`config.mk`:
```
export PLATFORM = sky130hd
export DESIGN_NAME = piso_bar
export DESIGN_NICKNAME = d
export VERILOG_FILES = /design/src/rtl/piso_bar_pkg.sv /design/src/rtl/piso_hold.sv /design/src/rtl/piso_bar.sv
export SDC_FILE = /design/constraint.sdc
export NUM_CORES = 1
export LEC_CHECK = 0
export CAP_MARGIN = 15
export CORE_MARGIN = 2
export CORE_UTILIZATION = 45
export DETAILED_ROUTE_END_ITERATION = 16
export DONT_BUFFER_PORTS = 1
export PLACE_DENSITY = 0.7
export RECOVER_POWER = 25
export SETUP_SLACK_MARGIN = 0.2
export SLEW_MARGIN = 20
export SYNTH_ARGS = -nofsm -noshare
export SYNTH_HDL_FRONTEND = slang
export SYNTH_SLANG_ARGS = --single-unit
export TNS_END_PERCENT = 20
```
`constraint.sdc`:
```
create_clock -name clk -period 2.45 [get_ports clk]
set_input_delay 0.735 -clock clk [delete_from_list [all_inputs] [get_ports clk]]
set_output_delay 0.735 -clock clk [all_outputs]
set_load 0.01 [all_outputs]
```
`src/rtl/piso_bar_pkg.sv`:
```
// Shared definitions for the piso_bar parallel-in serial-out barrel:
// default datapath geometry, the IDLE/SHIFT state encoding and a
// ceiling-log2 helper used to size the beat counter.
package piso_bar_pkg;

  // Default geometry: one serial chunk is DATA_WIDTH*IF_WIDTH bits and a
  // parallel word carries KERNEL_WIDTH chunks.
  localparam int DATA_WIDTH   = 8;
  localparam int IF_WIDTH     = 1;
  localparam int KERNEL_WIDTH = 3;

  // IDLE: the shift register is empty. SHIFT: it holds a word being emitted.
  typedef enum logic {
    ST_IDLE  = 1'b0,
    ST_SHIFT = 1'b1
  } state_t;

  // Ceiling log2; returns 0 for values <= 1.
  function automatic int c_log_2(input int value);
    int r;
    r = 0;
    for (int i = 0; i < 31; i++) begin
      if ((1 << i) < value) begin
        r = i + 1;
      end
    end
    return r;
  endfunction

endpackage

```
`src/rtl/piso_hold.sv`:
```
// One-word hold buffer for piso_bar. It captures a parallel word that
// arrives while the shift register is still busy, and releases it when the
// shift register frees. The full flag gates par_ready in the parent.
module piso_hold #(
  parameter int WIDTH = 24
) (
  input  logic             clk,
  input  logic             reset,
  input  logic             load,
  input  logic [WIDTH-1:0] load_data,
  input  logic             pop,
  output logic [WIDTH-1:0] hold_data,
  output logic             hold_full
);

  logic [WIDTH-1:0] data_reg;
  logic             full_reg;

  // Capture on load, clear the flag on pop. The parent only loads while the
  // buffer is empty and only pops while it is full, so the two never collide.
  always_ff @(posedge clk) begin
    if (!reset) begin
      data_reg <= '0;
      full_reg <= 1'b0;
    end else if (load) begin
      data_reg <= load_data;
      full_reg <= 1'b1;
    end else if (pop) begin
      full_reg <= 1'b0;
    end
  end

  assign hold_data = data_reg;
  assign hold_full = full_reg;

endmodule

```
`src/rtl/piso_bar.sv`:
```
// piso_bar: double-buffered parallel-in serial-out barrel. A wide word is
// taken on a valid/ready handshake and emitted NUM chunks at a time on a
// serial valid/ready stream with first/last markers. A one-word hold buffer
// lets the next word be accepted while the current one is shifting, so
// back-to-back words stream without a bubble.
// Build option: define PISO_BAR_LSB_FIRST_EN for LSB-first chunk order;
// the default build emits MSB-first.
module piso_bar
  import piso_bar_pkg::*;
#(
  parameter int SER_WIDTH = DATA_WIDTH * IF_WIDTH,
  parameter int PAR_WIDTH = DATA_WIDTH * IF_WIDTH * KERNEL_WIDTH,
  parameter int NUM       = PAR_WIDTH / SER_WIDTH
) (
  input  logic                 clk,
  input  logic                 reset,
  input  logic [PAR_WIDTH-1:0] par_in,
  input  logic                 par_valid,
  output logic                 par_ready,
  output logic [SER_WIDTH-1:0] ser_out,
  output logic                 ser_valid,
  input  logic                 ser_ready,
  output logic                 ser_first,
  output logic                 ser_last,
  output logic                 busy
);

  localparam int CNT_W = (c_log_2(NUM) < 1) ? 1 : c_log_2(NUM);
  localparam logic [CNT_W-1:0] CNT_LAST = CNT_W'(NUM - 1);

  state_t               state_reg, state_next;
  logic [CNT_W-1:0]     cnt_reg, cnt_next;
  logic [PAR_WIDTH-1:0] sreg_reg, sreg_next;

  logic                 hold_full;
  logic [PAR_WIDTH-1:0] hold_data;
  logic                 hold_load;
  logic                 hold_pop;

  logic par_hs;
  logic beat;
  logic at_last;
  logic sreg_free;
  logic bypass;

  // Handshake qualifiers. par_ready includes reset so nothing is accepted
  // while the block is held in reset.
  assign par_ready = reset && !hold_full;
  assign par_hs    = par_valid && par_ready;
  assign beat      = ser_valid && ser_ready;
  assign at_last   = (cnt_reg == CNT_LAST);
  assign sreg_free = (state_reg == ST_IDLE) || (beat && at_last);
  // A word goes straight into the shift register only when it frees this
  // cycle and no older word is waiting in the hold buffer.
  assign bypass    = sreg_free && !hold_full && par_hs;

  // Next-state logic: reload from hold or bypass when the shift register
  // frees, otherwise shift one chunk per beat.
  always_comb begin
    state_next = state_reg;
    cnt_next   = cnt_reg;
    sreg_next  = sreg_reg;
    hold_pop   = 1'b0;
    hold_load  = par_hs && !bypass;

    if (sreg_free) begin
      if (hold_full) begin
        sreg_next  = hold_data;
        hold_pop   = 1'b1;
        cnt_next   = '0;
        state_next = ST_SHIFT;
      end else if (par_hs) begin
        sreg_next  = par_in;
        cnt_next   = '0;
        state_next = ST_SHIFT;
      end else begin
        // Clear the datapath so an idle stream shows zeros.
        sreg_next  = '0;
        cnt_next   = '0;
        state_next = ST_IDLE;
      end
    end else if (beat) begin
`ifdef PISO_BAR_LSB_FIRST_EN
      sreg_next = sreg_reg >> SER_WIDTH;
`else
      sreg_next = sreg_reg << SER_WIDTH;
`endif
      cnt_next  = cnt_reg + CNT_W'(1);
    end
  end

  // State, beat counter and shift register.
  always_ff @(posedge clk) begin
    if (!reset) begin
      state_reg <= ST_IDLE;
      cnt_reg   <= '0;
      sreg_reg  <= '0;
    end else begin
      state_reg <= state_next;
      cnt_reg   <= cnt_next;
      sreg_reg  <= sreg_next;
    end
  end

  piso_hold #(
    .WIDTH(PAR_WIDTH)
  ) u_hold (
    .clk      (clk),
    .reset    (reset),
    .load     (hold_load),
    .load_data(par_in),
    .pop      (hold_pop),
    .hold_data(hold_data),
    .hold_full(hold_full)
  );

  // Output chunk comes from the end of the register the shift moves toward,
  // so a stalled beat keeps presenting the same chunk.
`ifdef PISO_BAR_LSB_FIRST_EN
  assign ser_out = sreg_reg[SER_WIDTH-1:0];
`else
  assign ser_out = sreg_reg[PAR_WIDTH-1 -: SER_WIDTH];
`endif

  assign ser_valid = (state_reg == ST_SHIFT);
  assign ser_first = ser_valid && (cnt_reg == '0);
  assign ser_last  = ser_valid && at_last;
  assign busy      = ser_valid || hold_full;

endmodule

```
==> summary.txt, run 1 <==
Die
  • Core Rows: 27
  • Core area: 0.00544 mm^2
  • Die W: 78.4 um
  • Die H: 78.4 um
  • Initial cell density of the core: 0.458
  • Die area: 0.00615 mm^2
  • IO Count: 41

Setup path
  • Crit Path Class: reg2out
  • Delay-heaviest family, CP: flip-flops
  • CP Launch Type: flop
  • Reg-to-reg slack, setup: 0.49 ns
  • CP peak stage delay: 0.69 ns
  • CP Cell Sequence: and2_1
  • Worst-path fanout max: 20
  • Worst Path Arrival: 1.25 ns
  • Worst Path Buf+Inv: 0
  • CP Capture Type: output pin
  • Req. time, crit path: 1.71 ns
  • Crit-path slowest cell: dfxtp_1

Synth
  • YS warnings: 0
  • Synth Cell Area: 0.00249 mm^2
  • Largest family of logic cells by synthesized area: simple AND/OR/NAND/NOR gates
  • Synth area leader: dfxtp_1
  • Primary FF master, synth: dfxtp_1
  • Average size of a mapped cell: 8.63 um^2
  • Synth Register Bits: 52
  • Synth async-reset ratio: 0
  • Share of the synthesized area in the top cell type: 0.417
  • Mapped Cells: 289
  • Distinct cell type count after synthesis: 34
  • Synth Area in Compound Gates: 0.230
  • Synth Area in XOR/XNOR: 0
  • Top cells by area, synth: dfxtp_1 (42%), nand2_1 (8.6%), a221oi_2 (6.0%)
  • Mapped Nets: 319
  • Mux share of post-synthesis cell area: 0.00401
  • Most common cell in the netlist: nand2_1
  • Synth cell count leaders: nand2_1 (57), dfxtp_1 (52), nand3_1 (24)
  • Number of synthesized flops with an enable pin: 0
  • Post-synthesis simple-gate area fraction: 0.238
  • Post-Synth Adder-Cell Area: 0.0100
  • Sequential area share after synthesis: 0.417

Cells and area
  • Design area: 0.00250 mm^2
  • Layout cells sized above 1: 0.108
  • # nets final: 298
  • Layout Cells excl Fill: 340
  • Area added between synthesis and finish: 0.351%
  • Inserted Diodes: 0

STA
  • Worst slew pin tran: 0.805 ns
  • Fmax: 0.503 GHz
  • RSZ-0062 raised after global routing: no
  • Worst Skew: 0.00546 ns
  • Final TNS setup: 0 ns
  • Max Slew Vio Count: 0
  • Setup WS post-layout: 0.461 ns
  • Crit path time final: 1.99 ns
  • Tcrit/Tclk final: 0.812
  • Fin. Hold Viols: 0
  • # setup viols final: 0
  • Slew margin rel.: 0.463

Global routing
  • First-pass GRT wire length: 8850 um
  • GRT Overall Usage: 0.184
  • Pin count of the biggest net entering global routing: 39
  • Grt ovf: 0
  • Vias in the first global route: 1762
  • Initial antenna violation count: 0

Drt
  • DRT Wirelength: 5440 um
  • Starting DRT DRC Count: 181
  • Antenna violation net count after detailed routing: 0
  • DRC: 0
  • Routed vias: 1920
  • Vias per cell: 5.65
  • Pre-antenna DRT Iters: 4
  • Drt wl/cell: 16.0 um

CTS
  • Clk root buf: clkbuf_8
  • CTS tree: done
  • Hold_buf cts: 0
  • Skew-Pair Late Insertion Delay: 0.31 ns
  • Max H-tree Level: 2
  • CTS Sinks: 52
  • CTS resizes: 0
  • Post-CTS setup buffers: 0
  • Reg clk slew, reported paths: 0.09 ns
  • CTS buffer count: 5
  • Maximum clock path buffer count: 2

Place
  • Dpl cells: 333
  • Buffers on Ports: 0
  • DP Worst Slack: 0.532 ns
  • HPWL Detailed: 3780 um
  • Dpl cell area: 0.00241 mm^2
  • GP Congestion: 0.770

Power and ir drop
  • Total power: 1640 uW
  • PD cells: 654 mW/mm^2
  • Leakage: 0.000852 uW
  • Peak supply drop: 0.272 mV

Flow run
  • MaxCap Viol Count: 0

Status
  • Status: finished clean

Min path
  • HP Class: reg2reg
## where the power goes
part	internal (uW)	total (uW)	switching, uW
logic	77.1	181	104
clock network	252	523	271
registers	894	934	39.8
total	1220	1640	414
## metal layers
layer	part of all wire	GRT usage	vias up
met4	0.016	0.0667	0
met5	0	0	-
met1	0.43	0.223	892
met3	0.065	0.0644	8
met2	0.49	0.300	50
li1	-	-	970
## per-stage QoR
| stage | hold WS (ns) | utilization |
|---|---|---|
| 2_1_floorplan | 0.426 | - |
| 3_3_place_gp | 0.437 | 0.443 |
| 3_5_place_dp | 0.441 | 0.443 |
| 4_1_cts | 0.453 | 0.461 |
| 5_1_grt | 0.470 | 0.460 |
| 6_report | 0.453 | 0.460 |
## logic make-up after synthesis
group	after synthesis
simple gates	119
buf+inv	38
flops	52
fa+ha+maj	2
compound gates	77
mux	1
## layout by cell type (no fill, tap or decap), types with 2 or more instances in the layout
cell,n
a221oi_1,6
a221oi_2,10
a31oi_1,8
and2_1,2
buf_4,7
clkbuf_8,7
dfxtp_1,52
ha_1,2
inv_1,2
nand2_1,57
nand2b_1,2
nand3_1,24
nor2_1,3
nor2b_1,9
nor3b_1,16
o21ai_0,12
o21ai_1,20
o31ai_1,16
## final cells by class
class	count	area [um^2]
Timing Repair Buffer	8	56.3
Inverter	2	7.51
Multi-Input combinational cell	199	1210
Sequential cell	52	1040
Fill cell	545	2940
Tap cell	72	90.1
Clock buffer	7	96.3
## worst paths after layout
path,from,endpoint,depth (start not counted)
setup / recovery,ser_valid,ser_first,1
setup reg to reg,cnt_reg[0],sreg_reg[7],6
hold reg to reg,u_hold.hold_data[0],u_hold.hold_data[0],2
hold / removal,u_hold.hold_data[0],u_hold.hold_data[0],2
No activity file was read; power rests on OpenSTA's default activity.
==> run 2: changes to the inputs <==
==> constraint.sdc (replaced) <==
create_clock -name clk -period 2.05 [get_ports clk]
set_input_delay 0.615 -clock clk [delete_from_list [all_inputs] [get_ports clk]]
set_output_delay 0.615 -clock clk [all_outputs]
set_load 0.01 [all_outputs]
==> summary.txt, run 2 (synthesized netlist as in run 1, its figures left out) <==
Global routing
  • Grt ovf: 0
  • Initial antenna violation count: 0
  • Vias in the first global route: 1755
  • Met3 GRT Util: 0.0563
  • Grt met1 use: 0.233
  • First-pass GRT wire length: 8900 um
  • GRT Overall Usage: 0.183
  • Pin count of the biggest net entering global routing: 39
  • Peak-usage layer in the global routing report: met2
  • GR Layer Usage met2: 0.297

Place
  • DP Worst Slack: 0.299 ns
  • Dpl cell area: 0.00242 mm^2
  • Buffers on Ports: 0
  • HPWL Detailed: 3800 um
  • GP Congestion: 0.821

Status
  • Status: finished clean

Drt
  • DRC: 0
  • Pre-antenna DRT Iters: 4
  • Routed vias: 1902
  • Drt wl/cell: 15.6 um
  • DRT Wirelength: 5360 um
  • Antenna violation net count after detailed routing: 0
  • Starting DRT DRC Count: 160
  • Vias per cell: 5.55

STA
  • RSZ-0062 raised after global routing: yes
  • Slew margin rel.: 0.641
  • Crit path time final: 1.85 ns
  • Setup WS post-layout: 0.205 ns
  • Fin. Hold Viols: 0
  • Tcrit/Tclk final: 0.900
  • Worst Skew: 0.00634 ns
  • # setup viols final: 0
  • Fmax: 0.542 GHz
  • Final TNS setup: 0 ns
  • Worst hold margin: 0.398 ns
  • Worst slew pin tran: 0.538 ns
  • Max Slew Vio Count: 0

Cells and area
  • Reg area: 0.00104 mm^2
  • Commonest non-fill, non-tap cell in the layout: nand2_1
  • # nets final: 300
  • Layout cells sized above 1: 0.122
  • # fillers: 545
  • Commonest non-fill, non-tap cells in the layout: nand2_1 (57), dfxtp_1 (50), nand3_1 (24)
  • Multi-input logic area: 0.00122 mm^2
  • Design area: 0.00252 mm^2
  • Inserted Diodes: 0
  • Area added between synthesis and finish: 1.25%

Die
  • Die W: 78.4 um
  • Die area: 0.00615 mm^2
  • Die H: 78.4 um
  • IO Count: 41
  • Core area: 0.00544 mm^2
  • Initial cell density of the core: 0.458
  • Core Rows: 27

Setup path
  • Crit Path Class: reg2out
  • CP Cell Sequence: buf_4 > or2_2
  • CP Capture Type: output pin
  • CP peak stage delay: 0.38 ns
  • CP Launch Type: flop
  • Req. time, crit path: 1.43 ns
  • Delay-heaviest family, CP: flip-flops
  • Worst Path Buf+Inv: 1
  • Worst r2r src: cnt_reg[0]
  • Critical Path Start: u_hold.hold_full
  • Worst-path fanout max: 9
  • Crit-path slowest cell: dfxtp_2
  • Worst Path Arrival: 1.23 ns

CTS
  • Hold_buf cts: 0
  • Reg clk slew, reported paths: 0.09 ns
  • Post-CTS setup buffers: 0
  • Clk root buf: clkbuf_8
  • CTS buffer count: 5
  • Maximum clock path buffer count: 2
  • CTS Sinks: 52
  • CTS tree: done
  • Skew-Pair Late Insertion Delay: 0.30 ns
  • Max H-tree Level: 2

Power and ir drop
  • Peak supply drop: 0.392 mV
  • Leakage: 0.000857 uW
  • PD cells: 766 mW/mm^2
  • Total power: 1940 uW

Min path
  • HP Class: in2reg
  • Min-Delay Startpoint: ser_ready

Flow run
  • MaxCap Viol Count: 0
## run 2: cell count changes in the layout (fill, tap and decap cells not counted), sizes merged
cell | previous run | this run
buf | 7 | 9
clkbuf | 8 | 9
## run 2: repair_timing
| item | CTS | global route |
|---|---|---|
| endpoints found under the setup margin | 4 | 2 |
| cloned | 0 | 0 |
| resized for setup | 3 | 1 |
## run 2: metal layers
layer	vias to the layer above	share of wire
li1	978	-
met1	878	0.45
met2	40	0.49
met3	6	0.052
met4	0	0.015
met5	-	0
## run 2: cell type report
class / instances / area share
Timing Repair Buffer: 10 / 0.0282
Tap cell: 72 / 0.0357
Multi-Input combinational cell: 199 / 0.484
Inverter: 2 / 0.00297
Clock buffer: 8 / 0.0357
Sequential cell: 52 / 0.413
## run 2: worst paths after layout
kind,to,slack [ns],cells past startpoint
max,busy,0.20,2
min,u_hold.hold_full,0.40,1
max reg2reg,sreg_reg[5],0.29,6
min reg2reg,u_hold.hold_data[2],0.45,2
## run 2: power by group
part / internal [uW] / switching [uW] / total [uW]
clock network: 276 / 323 / 599
logic: 94.2 / 123 / 217
registers: 1070 / 49.6 / 1120
## run 2: per-stage QoR
stage,util,instances
finish,0.464,343
global route,0.464,343
CTS,0.463,343
detailed placement,0.446,335
global placement,0.446,335
floorplan,-,289
==> run 3: changes to the inputs <==
==> constraint.sdc (replaced) <==
create_clock -name clk -period 2.05 [get_ports clk]
set_input_delay 0.615 -clock clk [delete_from_list [all_inputs] [get_ports clk]]
set_output_delay 0.615 -clock clk [all_outputs]
set_load 0.005 [all_outputs]
==> summary.txt, run 3 (synthesized netlist as in run 1, its figures left out) <==
Status
  • Status: finished clean

Die
  • Core Rows: 27
  • Core area: 0.00544 mm^2
  • IO Count: 41
  • Initial cell density of the core: 0.458
  • Die area: 0.00615 mm^2
  • Die H: 78.4 um
  • Die W: 78.4 um

Setup path
  • Crit-path slowest cell: dfxtp_1
  • Worst-path fanout max: 5
  • Crit Path Class: reg2out
  • CP peak stage delay: 0.36 ns
  • RR Endpoint: u_hold.hold_data[10]
  • Delay-heaviest family, CP: flip-flops
  • Worst Path Buf+Inv: 1
  • Worst Path Arrival: 1.20 ns
  • Reg-to-reg slack, setup: 0.43 ns
  • R2R cell count: 5
  • CP Launch Type: flop
  • CP Cell Sequence: inv_1 > ha_1 > and2_1
  • Req. time, crit path: 1.43 ns
  • CP Capture Type: output pin
  • Worst r2r src: cnt_reg[0]

Cells and area
  • Layout cells sized above 1: 0.125
  • Reg area: 0.00104 mm^2
  • # fillers: 537
  • Multi-input logic area: 0.00121 mm^2
  • Area added between synthesis and finish: 1.56%
  • Design area: 0.00253 mm^2
  • Commonest non-fill, non-tap cell in the layout: nand2_1
  • Commonest non-fill, non-tap cells in the layout: nand2_1 (57), dfxtp_1 (51), nand3_1 (24)
  • Inserted Diodes: 0
  • # nets final: 300

Global routing
  • GRT Overall Usage: 0.187
  • Pin count of the biggest net entering global routing: 39
  • Initial antenna violation count: 0
  • First-pass GRT wire length: 9230 um
  • Vias in the first global route: 1826
  • Grt ovf: 0

Place
  • HPWL Detailed: 3700 um
  • DP Worst Slack: 0.374 ns
  • Dpl cell area: 0.00242 mm^2
  • Buffers on Ports: 0
  • GP Congestion: 0.793

CTS
  • CTS Sinks: 52
  • Max H-tree Level: 2
  • CTS tree: done
  • Clk root buf: clkbuf_8
  • Reg clk slew, reported paths: 0.10 ns
  • Skew-Pair Late Insertion Delay: 0.31 ns
  • Maximum clock path buffer count: 2
  • Post-CTS setup buffers: 0
  • CTS buffer count: 5
  • Hold_buf cts: 0

Min path
  • HP Class: in2reg
  • Min-Delay Startpoint: ser_ready
  • Hold path endpoint: u_hold.hold_full
  • Hold path depth: 1

STA
  • Max Slew Vio Count: 0
  • Setup WS post-layout: 0.230 ns
  • Tcrit/Tclk final: 0.888
  • Worst slew pin tran: 0.586 ns
  • Fin. Hold Viols: 0
  • Worst Skew: 0.0121 ns
  • RSZ-0062 raised after global routing: no
  • Final TNS setup: 0 ns
  • Slew margin rel.: 0.610
  • # setup viols final: 0
  • Crit path time final: 1.82 ns
  • Fmax: 0.550 GHz
  • Worst hold margin: 0.410 ns

Drt
  • Antenna violation net count after detailed routing: 0
  • DRC: 0
  • DRT Wirelength: 5360 um
  • Drt wl/cell: 15.6 um
  • Vias per cell: 5.61
  • Routed vias: 1924
  • Pre-antenna DRT Iters: 4
  • Starting DRT DRC Count: 136

Power and ir drop
  • Leakage: 0.000866 uW
  • Peak supply drop: 0.509 mV
  • PD cells: 798 mW/mm^2
  • Total power: 2020 uW

Flow run
  • MaxCap Viol Count: 0
[run 3: cell count changes in the layout (fill, tap and decap cells not counted), sizes merged]
cell / change
bufinv: +1
buf: +1
clkinv: +1
clkbuf: -3
[run 3: where the power goes]
part	leakage (uW)	total [uW]	switching (uW)	internal, uW
sequential	0.000426	1110	41.3	1070
combinational	0.000386	219	124	94.9
clock	0.0000552	692	329	363
[run 3: worst max-delay path by stage]
| stage | startpoint | endpoint | slack, ns | cells after the start |
|---|---|---|---|---|
| global route | cnt_reg[0] | ser_last | 0.14 | 3 |
| detailed placement | ser_valid | sreg_reg[9] | 0.37 | 4 |
| floorplan | reset | par_ready | 0.31 | 3 |
| CTS | cnt_reg[0] | ser_last | 0.22 | 3 |
| finish | cnt_reg[0] | ser_last | 0.23 | 3 |
| global placement | par_valid | sreg_reg[9] | 0.40 | 4 |
[run 3: through the flow]
| step | util | cells |
|---|---|---|
| 3_5_place_dp | 0.446 | 335 |
| 4_1_cts | 0.466 | 343 |
| 3_3_place_gp | 0.446 | 335 |
| 6_report | 0.466 | 343 |
| 5_1_grt | 0.466 | 343 |
| 2_1_floorplan | - | 289 |
[run 3: cell type report]
type                    count  share of cell area
clock buffers               6              0.0287
clock inverters             2              0.0138
inverters                   2             0.00296
multi-input cells         199               0.478
flip-flops and latches     52               0.412
well taps                  72              0.0356
repair buffers             10              0.0296
[run 3: timing repair]
item | CTS | global route
setup endpoints to repair | 4 | 1
cloned | 0 | 0
pin swaps | 0 | 0
resized for setup | 1 | 1
[run 3: worst reg2reg max path: cells and delay by family (launching register included)]
kind / cells / cell delay (ns)
AOI/OAI and AO/OA: 2 / 0.36
DFF: 1 / 0.36
buffers and inverters: 1 / 0.07
adders and majority gates: 1 / 0.27
and+or+nand+nor: 1 / 0.45
[run 3: layer usage]
layer	part of all wire	up-vias	wire length, um	global-route usage
met5	0	-	0	0
met4	0.011	0	57	0.0526
met3	0.053	5	282	0.0529
met2	0.47	36	2530	0.303
met1	0.46	903	2490	0.244
li1	-	980	-	-
